===== src/rtl/hazard_ctrl.sv =====
// hazard_ctrl: five-stage pipeline hazard unit.
// Detects load-use hazards, applies EX redirects and freezes the pipe while
// data memory is busy. A memory access that never completes parks the block in
// TIMEOUT until reset. stall_cnt and flush_cnt are saturating event counters.
module hazard_ctrl #(
   parameter int WAIT_LIMIT = 256
) (
   input  logic        clk,
   input  logic        rstn,
   input  logic        ex_memread,
   input  logic [4:0]  ex_rdidx,
   input  logic [4:0]  id_r1idx,
   input  logic [4:0]  id_r2idx,
   input  logic        id_uses_r1,
   input  logic        id_uses_r2,
   input  logic        ex_redirect,
   input  logic        dmem_req,
   input  logic        dmem_ready,
   output logic        pc_en,
   output logic        ifid_en,
   output logic        ifid_clear,
   output logic        idex_en,
   output logic        idex_clear,
   output logic        exmem_en,
   output logic        memwb_en,
   output logic [1:0]  state,
   output logic        mem_timeout,
   output logic [31:0] stall_cnt,
   output logic [31:0] flush_cnt
);

   typedef enum logic [1:0] {
      ST_RUN      = 2'd0,
      ST_MEM_WAIT = 2'd1,
      ST_TIMEOUT  = 2'd2
   } state_t;

   // wait_cnt value seen during the WAIT_LIMIT-th consecutive stall cycle
   localparam logic [8:0] LAST_WAIT = 9'(WAIT_LIMIT - 1);

   state_t     state_q, state_nxt;
   logic [8:0] wait_q, wait_nxt;
   logic       lu_hazard;
   logic       mem_stall;
   logic       stall_evt;
   logic       flush_evt;

   // Hazard terms seen by the instructions currently in ID, EX and MEM.
   // A load into x0 never creates a dependency, and an operand the ID
   // instruction does not read cannot cause a stall.
   assign lu_hazard = ex_memread && (ex_rdidx != 5'd0) &&
                      ((id_uses_r1 && (id_r1idx == ex_rdidx)) ||
                       (id_uses_r2 && (id_r2idx == ex_rdidx)));
   assign mem_stall = dmem_req && !dmem_ready;

   // State and wait counter register.
   // NOTE: sequential state uses non-blocking (<=) so every flop samples
   // pre-edge values; combinational blocks below use blocking (=).
   always_ff @(posedge clk or negedge rstn) begin
      if (!rstn) begin
         state_q <= ST_RUN;
         wait_q  <= '0;
      end else begin
         state_q <= state_nxt;
         wait_q  <= wait_nxt;
      end
   end

   // Next-state logic: track consecutive memory-stall cycles, trap on limit.
   always_comb begin
      // NOTE: every variable gets a default before the case so no path
      // leaves it unassigned, which would otherwise infer a latch.
      state_nxt = state_q;
      wait_nxt  = wait_q;
      unique case (state_q)
         ST_RUN: begin
            if (mem_stall) begin
               state_nxt = ST_MEM_WAIT;
               wait_nxt  = 9'd1;
            end
         end
         ST_MEM_WAIT: begin
            if (!mem_stall) begin
               state_nxt = ST_RUN;
               wait_nxt  = '0;
            end else if (wait_q >= LAST_WAIT) begin
               state_nxt = ST_TIMEOUT;
            end else begin
               wait_nxt  = wait_q + 9'd1;
            end
         end
         ST_TIMEOUT: begin
            state_nxt = ST_TIMEOUT;
         end
         default: begin
            state_nxt = ST_RUN;
            wait_nxt  = '0;
         end
      endcase
   end

   // Pipeline-control outputs: zero-latency decode of state and inputs.
   // A redirect arriving during a memory stall is held off implicitly: EX is
   // frozen, so ex_redirect is still present in the first unstalled cycle.
   always_comb begin
      pc_en      = 1'b1;
      ifid_en    = 1'b1;
      ifid_clear = 1'b0;
      idex_en    = 1'b1;
      idex_clear = 1'b0;
      exmem_en   = 1'b1;
      memwb_en   = 1'b1;
      stall_evt  = 1'b0;
      flush_evt  = 1'b0;
      if (!rstn) begin
         // Hold the whole pipe and keep both front registers cleared in reset.
         pc_en      = 1'b0;
         ifid_en    = 1'b0;
         ifid_clear = 1'b1;
         idex_en    = 1'b0;
         idex_clear = 1'b1;
         exmem_en   = 1'b0;
         memwb_en   = 1'b0;
      end else if (state_q == ST_TIMEOUT) begin
         pc_en    = 1'b0;
         ifid_en  = 1'b0;
         idex_en  = 1'b0;
         exmem_en = 1'b0;
         memwb_en = 1'b0;
      end else if (mem_stall) begin
         pc_en     = 1'b0;
         ifid_en   = 1'b0;
         idex_en   = 1'b0;
         exmem_en  = 1'b0;
         memwb_en  = 1'b0;
         stall_evt = 1'b1;
      end else if (ex_redirect) begin
         ifid_clear = 1'b1;
         idex_clear = 1'b1;
         flush_evt  = 1'b1;
      end else if (lu_hazard) begin
         pc_en      = 1'b0;
         ifid_en    = 1'b0;
         idex_clear = 1'b1;
         stall_evt  = 1'b1;
      end
   end

   assign state       = state_q;
   assign mem_timeout = (state_q == ST_TIMEOUT);

   // Saturating stall and flush counters; frozen in TIMEOUT via the event terms.
   always_ff @(posedge clk or negedge rstn) begin
      if (!rstn) begin
         stall_cnt <= '0;
         flush_cnt <= '0;
      end else begin
         if (stall_evt && (stall_cnt != 32'hFFFF_FFFF)) begin
            stall_cnt <= stall_cnt + 32'd1;
         end
         if (flush_evt && (flush_cnt != 32'hFFFF_FFFF)) begin
            flush_cnt <= flush_cnt + 32'd1;
         end
      end
   end

endmodule


===== config.mk =====
export PLATFORM = sky130hd
export DESIGN_NAME = hazard_ctrl
export DESIGN_NICKNAME = d
export VERILOG_FILES = /design/src/rtl/hazard_ctrl.sv
export SDC_FILE = /design/constraint.sdc
export NUM_CORES = 1
export LEC_CHECK = 0
export ABC_AREA = 1
export BUFFER_PORTS_ARGS = -buffer_cell sky130_fd_sc_hd__buf_4
export CORE_ASPECT_RATIO = 2
export CORE_UTILIZATION = 45
export CTS_BUF_LIST = sky130_fd_sc_hd__clkbuf_8 sky130_fd_sc_hd__clkbuf_16
export CTS_CLUSTER_SIZE = 14
export DETAILED_ROUTE_END_ITERATION = 10
export GPL_TIMING_DRIVEN = 0
export PLACE_DENSITY_LB_ADDON = 0.25
export SYNTH_ARGS = -nofsm -noshare
export SYNTH_HDL_FRONTEND = slang
export SYNTH_SLANG_ARGS = --single-unit

===== constraint.sdc =====
create_clock -name clk -period 2.9 [get_ports clk]
set_clock_uncertainty 0.05 [all_clocks]
set_input_delay 0.435 -clock clk [delete_from_list [all_inputs] [get_ports clk]]
set_output_delay 0.435 -clock clk [all_outputs]
set_load 0.01 [all_outputs]

==> run_results.csv <==
group,metric,value,unit
outcome,status,"finished, final reports clean",
drt,firstDrtPassIters,6,
floorplan,die_y,150,µm
pwr,finalPower,2.91,mW
synth,synth_nets,750,
setup_path,path_cells,"inv_2 -> nand2_1 -> inv_1 -> nor2_2 -> buf_2 -> inv_1 -> nor2_1 -> buf_4 -> buf_4",
clocking,clk_path_buf_depth,2,
drt,vias,5094,
global_route,grt_max_degree,79,
setup_path,reg2regPathDepth,14,
floorplan,coreArea,10600,µm²
clocking,h-tree-depth,3,
synth,synth_top_area_share,37.9,%
clocking,cts.sinks,75,
synth,synth_seq_cells,75,
setup_path,critPathTopFamily,"buffers and inverters",
floorplan,num_rows,53,
pwr,swShare,29.6,%
finish,finish.instance_area,6190,µm²
floorplan,io_pins,97,
synth,async_flop_share,100,%
setup_path,crit_path_end_kind,"primary output",
pwr,vdd_drop_max,0.000331,V
synth,synth_warnings,0,
synth,ys_seq_area_share,37.9,%
setup_path,path_class,"flop to primary output",
sta,worst_slack,224,ps
setup_path,reg2reg_from,"wait_q[0]",
clocking,cts_buffers,9,
drt,drt_iter0_drc,321,
place,gp_routability_congestion,0.976,
synth,syn_area_per_cell,6.85,µm²
clocking,path_clk_slew,60,ps
sta,finalCritPeriodShare,92.3,%
pwr,power.density,469,nW/µm²
synth,yosysTopAreaCell,"dfrtp_1",
clocking,postCtsSetupBuffers,0,
setup_path,endpoint,"memwb_en",
sta,hold_viol,0,
place,dpl-instance-area,5840,µm²
synth,netlist_top_cells_count,"nand2_1 (261), nor2_1 (106), dfrtp_1 (75)",
pwr,pwr-share-clk,38.7,%
flow_run,cap_violations,0,
drt,viasPerCell,5.24,
sta,setup_viol,0,
synth,synth_most_common_cell,"nand2_1",
finish,final_nets,859,
clocking,clk_latency,340,ps
synth,synth_ff_type,"dfrtp_1",
global_route,grt_antenna_before_repair,0,
synth,ys_top_cells_by_area,"dfrtp_1 (38%), nand2_1 (20%), nor2_1 (8.0%)",
global_route,grt_pass1_wl,23500,µm
floorplan,die_w,76.2,µm
drt,drt_wl_total,14900,µm
finish,drive_gt1_share,16.7,%
drt,wl_per_cell,15.3,µm
setup_path,crit_path_max_fanout,10,
setup_path,crit_buf_inv,6,
sta,relSlewSlack,59.3,%
setup_path,crit_path_top_delay_cell,"dfrtp_1",
sta,final.setup.tns,0,ps
finish,diodes,0,
pwr,p_comb_share,18.1,%
setup_path,r2r-end,"wait_q[4]",
place,place.port_buffers,96,
sta,worstMarginPinSlew,610,ps
finish,syn_to_final_growth,25.0,%
synth,synth.distinct_cells,31,
setup_path,max_stage_delay,380,ps
synth,synth_edf_count,0,
synth,synth_cells,723,
setup_path,start_kind,"flop",
place,place_hpwl,11600,µm
pwr,p_sw,0.860,mW
sta,maxSlewViolCount,0,
setup_path,cp.required,2410,ps
floorplan,start_util,46.7,%
drt,drc,0,
global_route,overflow,0,
clocking,cts_root_buffer,"clkbuf_16",
pwr,intPower,2.05,mW
synth,syn-cell-area,4950,µm²
place,place_ws,-510,ps
setup_path,arrival,2190,ps
setup_path,r2r_setup_slack,470,ps
floorplan,dieArea,11500,µm²
hold_path,hold_path.class,"input pin to asynchronous set/reset pin",
pwr,pwr-share-seq,43.2,%
setup_path,startpoint,"state[0]",
clocking,cts_tree,"yes",
pwr,leakage,3.06,nW
sta,rsz0062_at_grt,"no",
global_route,grt_usage,26.6,%
setup_path,cp.depth,9,
sta,period_minus_slack,2680,ps
drt,ant_nets,0,
global_route,grt_pass1_vias,4986,
sta,clock.fmax,374,MHz
==> how the worst min path moves through the flow <==
stage | startpoint | endpoint | depth (start not counted) | slack [ps]
detailed placement | flush_cnt[31] | flush_cnt[31] | 1 | 440
CTS | rstn | stall_cnt[23] | 1 | 50
global route | rstn | stall_cnt[15] | 2 | 60
finish | rstn | stall_cnt[15] | 2 | 30
floorplan | rstn | flush_cnt[0] | 0 | 90
global placement | flush_cnt[31] | flush_cnt[31] | 1 | 440
==> worst register-to-register path: cells and delay by family (launching register included) <==
kind	cells	cell delay, ps
AOI/OAI and AO/OA	2	430
adders and majority gates	2	400
buffers and inverters	1	290
and+or+nand+nor	9	770
DFF	1	400
==> cell usage in the layout (no fill, tap or decap), drive strengths merged <==
cell type,instances
dlygate4sd3,1
xor2,32
xnor2,23
a21boi,1
buf,113
nor2,107
nand4,47
and3,3
or2,2
nand3,28
a21oi,3
nor3b,2
inv,71
nor3,24
ha,4
nand2,262
dfrtp,75
clkbuf,15
bufinv,1
clkinvlp,1
a22oi,1
nand3b,3
a211oi,1
o21ai,14
clkinv,2
==> timing repair <==
action | in CTS | in global routing
endpoints found under the hold margin | 0 | 12
gates cloned | 0 | 0
setup endpoints to repair | 5 | 4
resized for setup | 3 | 1
hold buffers | 0 | 2
==> registers in the layout, indices dropped and copies added (netlist names) <==
signal	cells
flush_cnt	32
stall_cnt	32
state	2
wait_q	9
==> power groups by stage <==
| stage | Sequential, mW | Clock, mW | Combinational, mW |
|---|---|---|---|
| after detailed placement | 1.27 | 0 | 0.528 |
| final | 1.25 | 1.13 | 0.526 |
| after CTS | 1.25 | 1.14 | 0.529 |
| after floorplan | 1.28 | 0 | 0.239 |
| after global routing | 1.27 | 1.17 | 0.588 |
| after global placement | 1.27 | 0 | 0.515 |
==> area by class of cell <==
type / count / area [µm²]
fill: 1055 / 4420
tap: 137 / 171
clock inverter: 5 / 55.1
clock buffer: 10 / 239
timing repair buffer: 98 / 771
inverter: 70 / 263
sequential: 75 / 1880
multi-input combinational: 557 / 2690
buffer: 21 / 125
==> metal layers <==
metal	share of wire, %	vias up	GRT usage, %
li1	-	2509	-
met1	35	2390	24.8
met2	57	160	54.6
met3	3.2	35	2.73
met4	4.3	0	15.2
met5	0	-	0
==> kinds of logic after synthesis <==
group / after synthesis / share of synthesized area, %
flops: 75 / 37.9
compound gates: 20 / 2.17
simple gates: 478 / 41.3
xor+xnor: 55 / 9.73
buf+inv: 91 / 7.83
fa+ha+maj: 4 / 1.01
==> stage by stage <==
stage	utilization, %	hold slack [ps]	cells
after floorplan	-	89.4	723
after global placement	55.1	437	956
after detailed placement	55.1	435	956
after CTS	57.9	51.0	971
after global routing	58.3	64.1	973
final	58.3	33.7	973
Power figures use the tool's default switching activity.
